==> src/rtl/gg_bitstream_pkg.sv <==
// Shared constants and state codes for the gg_bitstream_window re-windowing block.
// Optional feature macro used by the top: GG_BITPOS_EN (adds out_bitpos).
package gg_bitstream_pkg;

    localparam int GG_WORD_W = 32;
    localparam int GG_PAD_W  = 32;

    typedef logic [1:0] gg_state_t;

    localparam gg_state_t GG_FILL   = 2'd0;
    localparam gg_state_t GG_STREAM = 2'd1;
    localparam gg_state_t GG_DRAIN  = 2'd2;

endpackage

==> src/rtl/gg_bitstream_window_shift_append.sv <==
// Left-justified DEPTH-bit buffer: optional shift-left-by-WID, then OR-in a 32-bit word
// at the post-shift fill position (bits past the fill count are always zero).
module gg_shift_append
    import gg_bitstream_pkg::*;
#(
    parameter int DEPTH = 96,
    parameter int WID   = 32,
    parameter int CW    = 7
) (
    input  logic                 clk,
    input  logic                 reset,
    input  logic                 i_shift,
    input  logic                 i_append,
    input  logic [CW-1:0]        i_pos,
    input  logic [GG_WORD_W-1:0] i_data,
    output logic [DEPTH-1:0]     o_buf
);

    logic [DEPTH-1:0] r_buf;
    logic [DEPTH-1:0] w_shifted;
    logic [DEPTH-1:0] w_word;
    logic [DEPTH-1:0] w_next;

    // OR is enough for the append because everything right of i_pos is already zero
    always_comb begin
        w_shifted = i_shift ? (r_buf << WID) : r_buf;
        w_word    = '0;
        if (i_append) begin
            w_word = {i_data, {(DEPTH-GG_WORD_W){1'b0}}} >> i_pos;
        end
        w_next = w_shifted | w_word;
    end

    always_ff @(posedge clk or posedge reset) begin
        if (reset) begin
            r_buf <= '0;
        end else if (i_shift || i_append) begin
            r_buf <= w_next;
        end
    end

    assign o_buf = r_buf;

endmodule

==> src/rtl/gg_bitstream_window.sv <==
// Re-windows a 32-bit big-endian word stream into WID-bit beats with 32 bits of lookahead.
// Define GG_BITPOS_EN to add the out_bitpos stream-offset output.
module gg_bitstream_window
    import gg_bitstream_pkg::*;
#(
    parameter int WID = 32
) (
    input  logic                 clk,
    input  logic                 reset,
    input  logic [GG_WORD_W-1:0] in_data,
    input  logic [GG_WORD_W-1:0] in_mb_start,
    input  logic                 in_last,
    input  logic                 in_valid,
    output logic                 in_ready,
    output logic [WID-1:0]       out_bits,
    output logic [GG_PAD_W-1:0]  out_pad,
    output logic [WID-1:0]       out_mb_start,
    output logic                 out_last,
    output logic                 out_valid,
    input  logic                 out_ready
`ifdef GG_BITPOS_EN
    ,
    output logic [31:0]          out_bitpos
`endif
);

    localparam int DEPTH = WID + 64;
    localparam int CW    = $clog2(DEPTH + 1);

    localparam logic [CW-1:0] C_WID  = CW'(WID);
    localparam logic [CW-1:0] C_HI   = CW'(WID + GG_PAD_W);
    localparam logic [CW-1:0] C_WORD = CW'(GG_WORD_W);

    gg_state_t        r_state;
    gg_state_t        w_stateNext;
    logic [CW-1:0]    r_cnt;
    logic [CW-1:0]    w_cntShift;
    logic [CW-1:0]    w_cntNext;
    logic             r_live;
    logic             w_inReady;
    logic             w_outValid;
    logic             w_outLast;
    logic             w_inFire;
    logic             w_outFire;
    logic             w_lastFire;
    logic [DEPTH-1:0] w_bits;
    logic [DEPTH-1:0] w_marks;

    // Handshakes come only from registered state, so out_ready never reaches in_ready
    always_comb begin
        w_inReady  = r_live && (r_cnt <= C_HI) && (r_state != GG_DRAIN);
        w_outValid = 1'b0;
        case (r_state)
            GG_STREAM: w_outValid = (r_cnt >= C_HI);
            GG_DRAIN:  w_outValid = (r_cnt != '0);
            default:   w_outValid = 1'b0;
        endcase
        w_outLast  = (r_state == GG_DRAIN) && (r_cnt <= C_WID);
        w_inFire   = in_valid && w_inReady;
        w_outFire  = w_outValid && out_ready;
        w_lastFire = w_outFire && w_outLast;

        // The final beat may hold fewer than WID bits, so it empties the buffer outright
        w_cntShift = r_cnt;
        if (w_lastFire) begin
            w_cntShift = '0;
        end else if (w_outFire) begin
            w_cntShift = r_cnt - C_WID;
        end
        w_cntNext = w_cntShift + (w_inFire ? C_WORD : '0);
    end

    always_comb begin
        w_stateNext = r_state;
        case (r_state)
            GG_FILL: begin
                if (w_inFire && in_last) begin
                    w_stateNext = GG_DRAIN;
                end else if (w_cntNext >= C_HI) begin
                    w_stateNext = GG_STREAM;
                end
            end
            GG_STREAM: begin
                if (w_inFire && in_last) begin
                    w_stateNext = GG_DRAIN;
                end
            end
            GG_DRAIN: begin
                if (w_lastFire) begin
                    w_stateNext = GG_FILL;
                end
            end
            default: w_stateNext = GG_FILL;
        endcase
    end

    always_ff @(posedge clk or posedge reset) begin
        if (reset) begin
            r_state <= GG_FILL;
            r_cnt   <= '0;
            r_live  <= 1'b0;
        end else begin
            r_state <= w_stateNext;
            r_cnt   <= w_cntNext;
            r_live  <= 1'b1;
        end
    end

    gg_shift_append #(
        .DEPTH (DEPTH),
        .WID   (WID),
        .CW    (CW)
    ) u_bits (
        .clk      (clk),
        .reset    (reset),
        .i_shift  (w_outFire),
        .i_append (w_inFire),
        .i_pos    (w_cntShift),
        .i_data   (in_data),
        .o_buf    (w_bits)
    );

    gg_shift_append #(
        .DEPTH (DEPTH),
        .WID   (WID),
        .CW    (CW)
    ) u_marks (
        .clk      (clk),
        .reset    (reset),
        .i_shift  (w_outFire),
        .i_append (w_inFire),
        .i_pos    (w_cntShift),
        .i_data   (in_mb_start),
        .o_buf    (w_marks)
    );

    assign in_ready     = w_inReady;
    assign out_valid    = w_outValid;
    assign out_last     = w_outLast;
    assign out_bits     = w_bits[DEPTH-1 -: WID];
    assign out_pad      = w_bits[DEPTH-1-WID -: GG_PAD_W];
    assign out_mb_start = w_marks[DEPTH-1 -: WID];

`ifdef GG_BITPOS_EN
    logic [31:0] r_bitpos;

    // Offset of out_bits[WID-1] within the current stream; wraps naturally at 2^32
    always_ff @(posedge clk or posedge reset) begin
        if (reset) begin
            r_bitpos <= '0;
        end else if (w_lastFire) begin
            r_bitpos <= '0;
        end else if (w_outFire) begin
            r_bitpos <= r_bitpos + 32'(WID);
        end
    end

    assign out_bitpos = r_bitpos;
`endif

endmodule

==> config.mk <==
export PLATFORM = sky130hd
export DESIGN_NAME = gg_bitstream_window
export DESIGN_NICKNAME = d
export VERILOG_FILES = /design/src/rtl/gg_bitstream_pkg.sv /design/src/rtl/gg_bitstream_window_shift_append.sv /design/src/rtl/gg_bitstream_window.sv
export SDC_FILE = /design/constraint.sdc
export NUM_CORES = 1
export LEC_CHECK = 0
export CAP_MARGIN = 20
export CELL_PAD_IN_SITES_DETAIL_PLACEMENT = 0
export CELL_PAD_IN_SITES_GLOBAL_PLACEMENT = 1
export CORE_AREA = 2 2 184 258
export DETAILED_ROUTE_END_ITERATION = 12
export DIE_AREA = 0 0 186 260
export HOLD_SLACK_MARGIN = 0.06
export PLACE_DENSITY = 0.65
export SLEW_MARGIN = 20
export SYNTH_ARGS = -nofsm -noshare
export SYNTH_HDL_FRONTEND = slang
export SYNTH_SLANG_ARGS = --single-unit
==> constraint.sdc <==
create_clock -name clk -period 6.9 [get_ports clk]
set_input_delay 0.69 -clock clk [delete_from_list [all_inputs] [get_ports clk]]
set_output_delay 0.69 -clock clk [all_outputs]
set_load 0.05 [all_outputs]
### Word level (Yosys, flattened, before mapping)

Cells that the tools add are included.
Widths: inputs -> output; s select.

* register bits after elaboration: 202
* input bits: 69
* output and inout bits: 99
* word-level logic and storage cells: 45

* add/subtract/negate cells: 2
* magnitude comparators: 4
* equal/unequal tests: 6
* shift operators: 2
* multiplexer cells: 13
* bitwise logic cells: 2
* reduce and logical (&&, ||, !) cells: 11

Operators with widths (count)
* $mux 96: 4
* $or 96x96->96: 2
* $shr 96x7->96: 2
* $ge 7x7->1 const B: 2
* $mux 7: 2
* $mux 2: 4
* $add 7x6->7: 1
* $le 7x6->1 const B: 1
* $le 7x7->1 const B: 1
* $logic_and 1x1->1: 7
* $reduce_bool 7->1: 1
* $sub 7x6->7 const B: 1
* $mux 6: 1
* $ne 2x2->1 const B: 3
* $pmux 2 s3: 1
* $ne 3x3->1 const B: 1
* $reduce_and 3->1: 1
* $eq 2x1->1 const B: 1
* $eq 2x2->1 const B: 1
* $logic_not 2->1: 1
* $pmux 1 s2: 1
* $logic_or 1x1->1: 1

### Longest topological paths before layout

Gate-level depths: netlist of run 1.

* depth after elaboration: 10
* gate-level depth with buffers: 15
* depth with buffers taken out: 12

### Hierarchy

From an unflattened synthesis of run 1, not the netlist that was laid out.

* cell total of the unflattened synthesis: 1478
* area, all modules: 14492.6 sq um

Modules (own cells, without submodules)
* gg_shift_append: instances 2, cells each 709, area each 6930.4 sq um, sequential area each 2402.3 sq um
* gg_bitstream_window: instances 1, cells each 60, area each 631.9 sq um, sequential area each 250.2 sq um

### Worst setup path before layout of run 1

No wires, ideal clock.

* path type: register -> register
* start point: reg r_cnt[5]
* end point: reg u_bits.r_buf[5], in the netlist u_bits.o_buf[5]
* setup time: 139 ps
* arrival: 2673 ps
* required time: 6761 ps
* path slack: 4088 ps
* stages on the path, launching flop included: 14
* buffers on the path: 2
* clock period less this slack: 2812 ps
* cells stage by stage: dfrtp_1 > inv_1 > ha_1 > and2_1 > a41oi_2 > inv_2 > buf_6 > buf_2 > a41oi_1 > o21ai_0 > o2bb2ai_1 > or2_2 > o21ai_1 > o221ai_1

* elaborated cells between the ends (all ways): 19
* classes of those cells: 1 x add/sub; 3 x order compare; 1 x shift; 5 x mux; 1 x bitwise; 8 x reduce/logical

RTL lines
* from (decl): RTL line gg_bitstream_window.sv:36 `logic [CW-1:0] r_cnt;`
* from (signal assigned): RTL line gg_bitstream_window.sv:104 `r_cnt <= w_cntNext;`
* $le 7x6->1: RTL line gg_bitstream_window.sv:58 `w_outLast = (r_state == GG_DRAIN) && (r_cnt <= C_WID);`
* $logic_and 1x1->1: RTL line gg_bitstream_window.sv:58
* via out_last: RTL line gg_bitstream_window.sv:18 `output logic out_last,`
* $logic_and 1x1->1: RTL line gg_bitstream_window.sv:61 `w_lastFire = w_outFire && w_outLast;`
* $mux 7: RTL line gg_bitstream_window.sv:65 `if (w_lastFire) begin`
* $shr 96x7->96: RTL line gg_bitstream_window_shift_append.sv:29 `w_word = {i_data, {(DEPTH-GG_WORD_W){1'b0}}} >> i_pos;`
* $mux 96: RTL line gg_bitstream_window_shift_append.sv:28 `if (i_append) begin`
* $or 96x96->96: RTL line gg_bitstream_window_shift_append.sv:31 `w_next = w_shifted | w_word;`
* to (signal assigned): RTL line gg_bitstream_window_shift_append.sv:38 `r_buf <= w_next;`
* to (decl): RTL line gg_bitstream_window_shift_append.sv:19 `logic [DEPTH-1:0] r_buf;`

The timed path passes the listed nets, and every way through them passes these cells.
A chain may end at the register's enable or synchronous reset.

### Worst setup path after layout of run 1

* start point: reg r_state[0]
* end point: reg u_bits.r_buf[41], in the netlist u_bits.o_buf[41]

* longest elaborated chain between the ends: 8
* elaborated cells between the ends (all ways): 16
* classes of those cells: 3 x eq/ne; 1 x shift; 5 x mux; 1 x bitwise; 6 x reduce/logical

Ends and longest elaborated chain
* from (decl): RTL line gg_bitstream_window.sv:34 `gg_state_t r_state;`
* from (signal assigned): RTL line gg_bitstream_window.sv:103 `r_state <= w_stateNext;`
* $eq 2x2->1 / $eq 2x1->1 (equally long branches): RTL line gg_bitstream_window.sv:53, gg_bitstream_window.sv:58
* $pmux 1 s2: RTL line gg_bitstream_window.sv:53 `case (r_state)`
* $logic_and 1x1->1: RTL line gg_bitstream_window.sv:60 `w_outFire = w_outValid && out_ready;`
* $mux 7 / $logic_and 1x1->1 (equally long branches): RTL line gg_bitstream_window.sv:67, gg_bitstream_window.sv:61
* $mux 7: RTL line gg_bitstream_window.sv:65
* $shr 96x7->96: RTL line gg_bitstream_window_shift_append.sv:29
* $mux 96: RTL line gg_bitstream_window_shift_append.sv:28
* $or 96x96->96: RTL line gg_bitstream_window_shift_append.sv:31

Several ways; a longest one is shown, not always the timed one.

==> results.tsv, run 1 <==
metric	value	unit
outcome	finished clean	
die height	260	µm
# Max-Cap Violations	0	
Placed Instances	2494	
Die X	186	µm
worst hold margin	0.4698	ns
final hold viol count	0	
CTS clock-pin slew for the worst setup and hold paths	0.07	ns
asr flop ratio synth	100.0	%
post-CTS sizing	0	
static leakage	6.646	nW
fmax	0.2091	GHz
final instance area	0.01757	mm²
routability cong.	0.9511	
H-Tree Depth	1	
crit-path cells	inv_1, ha_1, and2_1, a41oi_2, inv_2, o31a_1, nor3_4, nand2_1, o32a_1, o211ai_1	
Post-Synthesis Cell Area	0.01554	mm²
CP required	7.32	ns
Worst Tran Pin Value	1.087	ns
r2r startpoint	r_state[0]	
initial antenna violation count	0	
WL final	70140	µm
Post-Synthesis Cells	1930	
GRT overflow	0	
Tot GR Track Use	28.54	%
drc violations	0	
Compound-Gate Fraction of Synth Area	30.96	%
unrepaired setup endpoints after global routing	false	
share of cells above drive strength 1	8.316	%
number of global-route vias before repair	15180	
part of the Yosys area used for sequential elements	32.53	%
worst skew pair latency	0.52	ns
FF/Latch Area	0.005060	mm²
DIE AREA	0.04836	mm²
Synth Area in Adders	0.4831	%
worst hold path endpoint	u_marks.o_buf[0]	
Placeable Area	0.04596	mm²
Ys Warns	0	
Fin Clk Skew	0.02138	ns
crit path DAT	5.20	ns
CTS max path bufs	3	
critical path class	reg2reg	
critical path peak fanout	22	
Final nets	1975	
hold depth	2	
RR Endpoint	u_bits.o_buf[41]	
Pins Over Slew Limit	0	
Detailed Route Iter0 Violations	2000	
P per Cell Area	368.6	mW/mm²
Setup TNS	0	ns
Via-to-Cell Ratio	6.366	
critical path's slowest cell	nand2_1	
PnR worst setup slack	2.117	ns
Cell Area, Placed	0.01684	mm²
R2R depth	10	
Startpoint Class	flip-flop	
Hold/Removal Path Class	reg2reg	
minimum clock period	4.783	ns
XOR/XNOR Fraction of Synth Area	0.05636	%
DP HPWL	49890	µm
Cell Count, Final, Fillers Out	2530	
crit-path max cell delay	0.66	ns
CTS tree	yes	
Yosys reg bits	202	
first-pass GRT wire length	104200	µm
row cnt	93	
routed length per placed instance	27.72	µm
post-synthesis mux area share	7.085	%
syn_area_per_cell	8.052	µm²
DP Worst Slack	2.120	ns
largest family of logic cells by synthesized area	compound AO/OA/AOI/OAI gates	
Simple-Gate Fraction of Synth Area	18.70	%
drt pass-1 iters	6	
hold_buf cts	0	
Area Overhead vs Synth	13.04	%
footprint of the multi-input gates	0.008952	mm²
Worst IR Drop VDD	199.4	µV
port bufs	167	
Yosys cell types	90	
Initial Util	33.81	%
Final setup viols	0	
CTS buffer count	21	
Hold Startpoint	u_marks.o_buf[0]	
root buf cell	clkbuf_16	
Synth Net Count	2005	
worst rel slew slack	27.08	%
Routed Antenna Nets	0	
Vias	16107	
Sink Count	202	
Post-synth EDFFs	0	
FILL cells	4733	
Setup Buffers After CTS	0	
Primary FF master, synth	dfrtp_1	
largest net degree at the start of global routing	88	
Ports	168	
Crit. End Element	flip-flop	
r2r setup slk	2.12	ns
fin crit share	69.32	%
report_power, final:
part | total, W | leakage (nW) | internal (W) | switching (W)
combinational | 0.00313 | 4.04 | 0.00107 | 0.00206
clock | 0.00126 | 0.357 | 0.000741 | 0.000522
sequential | 0.00208 | 2.25 | 0.00170 | 0.000386
metrics by stage:
stage                     utilization [%]  power (W)
after floorplan                         -   0.004430
after global placement              36.64   0.005169
after detailed placement            36.64   0.005213
after CTS                           38.21   0.006476
after global routing                38.21   0.006778
final                               38.22   0.006475
synthesized netlist by cell type, types with 17 or more instances:
master / n / share of area, %
nor2_1: 265 / 6.4
dfrtp_1: 202 / 33
nand2_1: 182 / 4.4
a21oi_1: 107 / 3.4
o21ai_0: 106 / 3.4
buf_4: 102 / 4.9
o22ai_1: 80 / 3.2
mux2i_1: 74 / 4.8
buf_2: 69 / 2.2
clkbuf_1: 69 / 1.7
nand3_1: 55 / 1.8
o221ai_1: 53 / 3.0
a31oi_1: 43 / 1.7
a22oi_1: 34 / 1.6
o211ai_1: 33 / 1.6
mux2_2: 27 / 2.0
nor3_1: 27 / 0.87
a221oi_1: 21 / 1.2
inv_1: 20 / 0.48
a2bb2oi_1: 18 / 1.0
nor2b_1: 18 / 0.72
a211oi_1: 17 / 0.82
and2_1: 17 / 0.68
worst max-delay path: cells and delay by family, from the launching register on:
family	cells	cell delay, ns
DFF	1	0.38
buffers and inverters	2	0.48
AOI/OAI and AO/OA	4	1.85
adders and majority gates	1	0.37
and+or+nand+nor	3	1.58
flip-flops by register name, summed over array words and instances, names as in the netlist:
name and count:
r_state 2, u_marks.o_buf 96, u_bits.o_buf 96, r_live 1, r_cnt 7
metal layers:
layer  track usage (%)  wire (µm)  vias to the layer above
met5                 0          0                        -
met4             12.55       3316                        0
met3             4.159       5789                      168
met2             44.94      32020                      934
met1             38.73      29010                     7942
li1                  -          -                     7063
placed cells by master, fill, tap and decap left out, types with 37 or more instances in the layout:
cell             synthesis  final
o221ai_1                53     53
nor2_1                 265    265
mux2i_1                 74     74
o21ai_0                106    106
buf_4                  102     37
a21oi_1                107    107
nand3_1                 55     54
dfrtp_1                202    200
o22ai_1                 80     80
nand2_1                182    179
clkdlybuf4s50_1          0    167
a31oi_1                 43     43
worst max path at each step:
stage                     from          endpoint  depth (start not counted)
global placement     out_ready  u_bits.o_buf[53]                          9
global route          r_cnt[2]  u_bits.o_buf[30]                         10
finish              r_state[0]  u_bits.o_buf[41]                         10
floorplan                reset          r_cnt[0]                          1
CTS                 r_state[0]  u_bits.o_buf[41]                         10
detailed placement   out_ready  u_bits.o_buf[41]                          8
cells by family (layout without fill, tap and decap cells):
| family | count (synthesis) | in the layout |
|---|---|---|
| compound gates | 686 | 686 |
| xor+xnor | 1 | 1 |
| fa+ha+maj | 6 | 6 |
| buf+inv | 284 | 266 |
| flops | 202 | 202 |
| mux | 104 | 104 |
| other cells | 1 | 2 |
| simple gates | 646 | 646 |
area by class of cell:
class | instances | area share, %
Clock inverter | 8 | 0.8191
Sequential cell | 202 | 28.80
Multi-Input combinational cell | 1444 | 50.96
Inverter | 27 | 0.6197
Antenna cell | 1 | 0.01425
Clock buffer | 27 | 3.291
Tap cell | 617 | 4.395
Timing Repair Buffer | 204 | 11.10
Power figures use the tool's default switching activity.
==> run 2: changes to the inputs <==
clock period = 4.6 ns   (was 6.9 ns; I/O delays follow)
==> results.tsv, run 2 (synthesis gave the netlist of run 1 again) <==
metric	value	unit	change
outcome	finished clean		
Ports	168		unchanged
Area Overhead vs Synth	15.88	%	
H-Tree Depth	1		unchanged
WL final	71430	µm	+1.8%
routability cong.	0.9490		-0.22%
CTS buffer count	22		+4.8%
number of global-route vias before repair	15398		+1.4%
hold_buf cts	0		unchanged
final hold viol count	0		unchanged
Setup TNS	0	ns	unchanged
routed length per placed instance	27.68	µm	-0.16%
P_int	0.005372	W	+53%
GRT overflow	0		unchanged
R2R depth	12		+2
critical path peak fanout	24		+9.1%
FILL cells	4738		+0.11%
Vias	16101		-0.037%
Hold/Removal Path Class	in2async		
Placed Instances	2541		+1.9%
Cell Count, Final, Fillers Out	2581		+2.0%
Crit. End Element	flip-flop		
fin crit share	87.25	%	+18 points
root buf cell	clkbuf_16		
DP HPWL	51800	µm	+3.8%
first-pass GRT wire length	106300	µm	+2.0%
post-CTS sizing	0		unchanged
drt pass-1 iters	6		unchanged
commonest non-fill, non-tap cell in the layout	nor2_1		
Worst IR Drop VDD	263.4	µV	+32%
CP required	5.02	ns	-2.30 ns
CTS clock-pin slew for the worst setup and hold paths	0.07	ns	about the same
Tot GR Track Use	29.30	%	+0.76 points
largest net degree at the start of global routing	107		+22%
Pins Over Slew Limit	0		unchanged
DIE AREA	0.04836	mm²	unchanged
r2r setup slk	0.59	ns	-1.53 ns
Logic pwr share	48.9	%	+0.6 points
die height	260	µm	unchanged
worst rel slew slack	37.70	%	+11 points
worst skew pair latency	0.54	ns	+0.02 ns
minimum clock period	4.013	ns	-0.7700 ns
Setup Buffers After CTS	0		unchanged
initial antenna violation count	0		unchanged
Detailed Route Iter0 Violations	1931		-3.5%
Via-to-Cell Ratio	6.238		-2.0%
Worst Tran Pin Value	0.9265	ns	-0.1608 ns
unrepaired setup endpoints after global routing	false		
Placeable Area	0.04596	mm²	unchanged
Die X	186	µm	unchanged
Reg power frac	31.4	%	-0.8 points
# Max-Cap Violations	0		unchanged
row cnt	93		unchanged
P per Cell Area	548.7	mW/mm²	+49%
Sw Ratio	45.63	%	-0.20 points
r2r startpoint	r_state[0]		
fmax	0.2492	GHz	+19%
CTS tree	yes		
crit path DAT	4.44	ns	-0.76 ns
Psw	0.004509	W	+52%
Clk pwr share	19.7	%	+0.2 points
drc violations	0		unchanged
Final nets	2024		+2.5%
RR Endpoint	u_bits.o_buf[5]		
ant diodes	0		-1
Fin Clk Skew	0.02058	ns	-0.0008020 ns
Final setup viols	0		unchanged
port bufs	167		unchanged
most frequent cells in the layout	nor2_1 (264), dfrtp_1 (200), nand2_1 (180)		
Initial Util	33.81	%	unchanged
Startpoint Class	flip-flop		
static leakage	6.898	nW	+3.8%
critical path class	reg2reg		
worst hold margin	0.3192	ns	-0.1507 ns
Routed Antenna Nets	0		unchanged
share of cells above drive strength 1	10.74	%	+2.4 points
Sink Count	202		unchanged
CTS max path bufs	3		unchanged
## run 2: cell types whose count changed in the layout (fill, tap and decap cells not counted), sizes merged
| cell | before | now |
|---|---|---|
| clkinvlp | 0 | 3 |
| clkbuf | 27 | 30 |
| inv | 27 | 26 |
| buf | 37 | 85 |
| diode | 1 | 0 |
| bufinv | 4 | 3 |
## run 2: cell type report
cell class,instances,area [µm²],share of cell area (%)
Multi-Input combinational cell,1444,8946,49.68
Clock buffer,30,641.9,3.564
Clock inverter,9,135.1,0.7504
Tap cell,617,772.0,4.287
Timing Repair Buffer,252,2347,13.03
Inverter,27,105.1,0.5837
Sequential cell,202,5060,28.10
## run 2: metal layers
layer / track usage [%] / vias to the layer above / part of all wire, %
met5: 0 / - / 0
met4: 9.493 / 0 / 3.1
li1: - / 7154 / -
met2: 47.53 / 833 / 47
met1: 40.81 / 8011 / 43
met3: 2.857 / 103 / 6.8
## run 2: how the worst max path moves through the flow
stage,to,from
finish,u_bits.o_buf[5],r_state[0]
global route,u_bits.o_buf[5],r_state[0]
CTS,u_bits.o_buf[5],r_state[0]
detailed placement,u_bits.o_buf[29],out_ready
global placement,u_bits.o_buf[29],out_ready
floorplan,r_cnt[0],reset
## run 2: stage by stage
step | setup WS, ns | util (%) | instance area (µm²) | total power [W]
2_1_floorplan | 1.524 | - | 15540 | 0.006646
3_3_place_gp | 0.6222 | 37.47 | 17220 | 0.007883
3_5_place_dp | 0.5900 | 37.47 | 17220 | 0.007948
4_1_cts | 0.7132 | 39.16 | 18000 | 0.009912
5_1_grt | 0.4771 | 39.18 | 18010 | 0.01038
6_report | 0.5867 | 39.18 | 18010 | 0.009881
## run 2: power groups by stage
stage                     logic [W]  registers [W]  clock network (W)
after floorplan             0.00373        0.00292                  0
after global placement      0.00477        0.00312                  0
after detailed placement    0.00481        0.00314                  0
after CTS                   0.00483        0.00310            0.00198
after global routing        0.00514        0.00319            0.00205
final                       0.00483        0.00310            0.00195
## run 2: worst max-delay path: stages (launching register included)
cell      delay, ns
dfrtp_1        0.40
inv_1          0.11
ha_1           0.47
and2_1         0.44
a41oi_2        0.08
buf_4          0.24
nor3_4         0.13
buf_4          0.34
a211oi_1       0.19
buf_4          0.17
o31ai_1        0.77
o21ai_1        0.29
o221ai_1       0.25
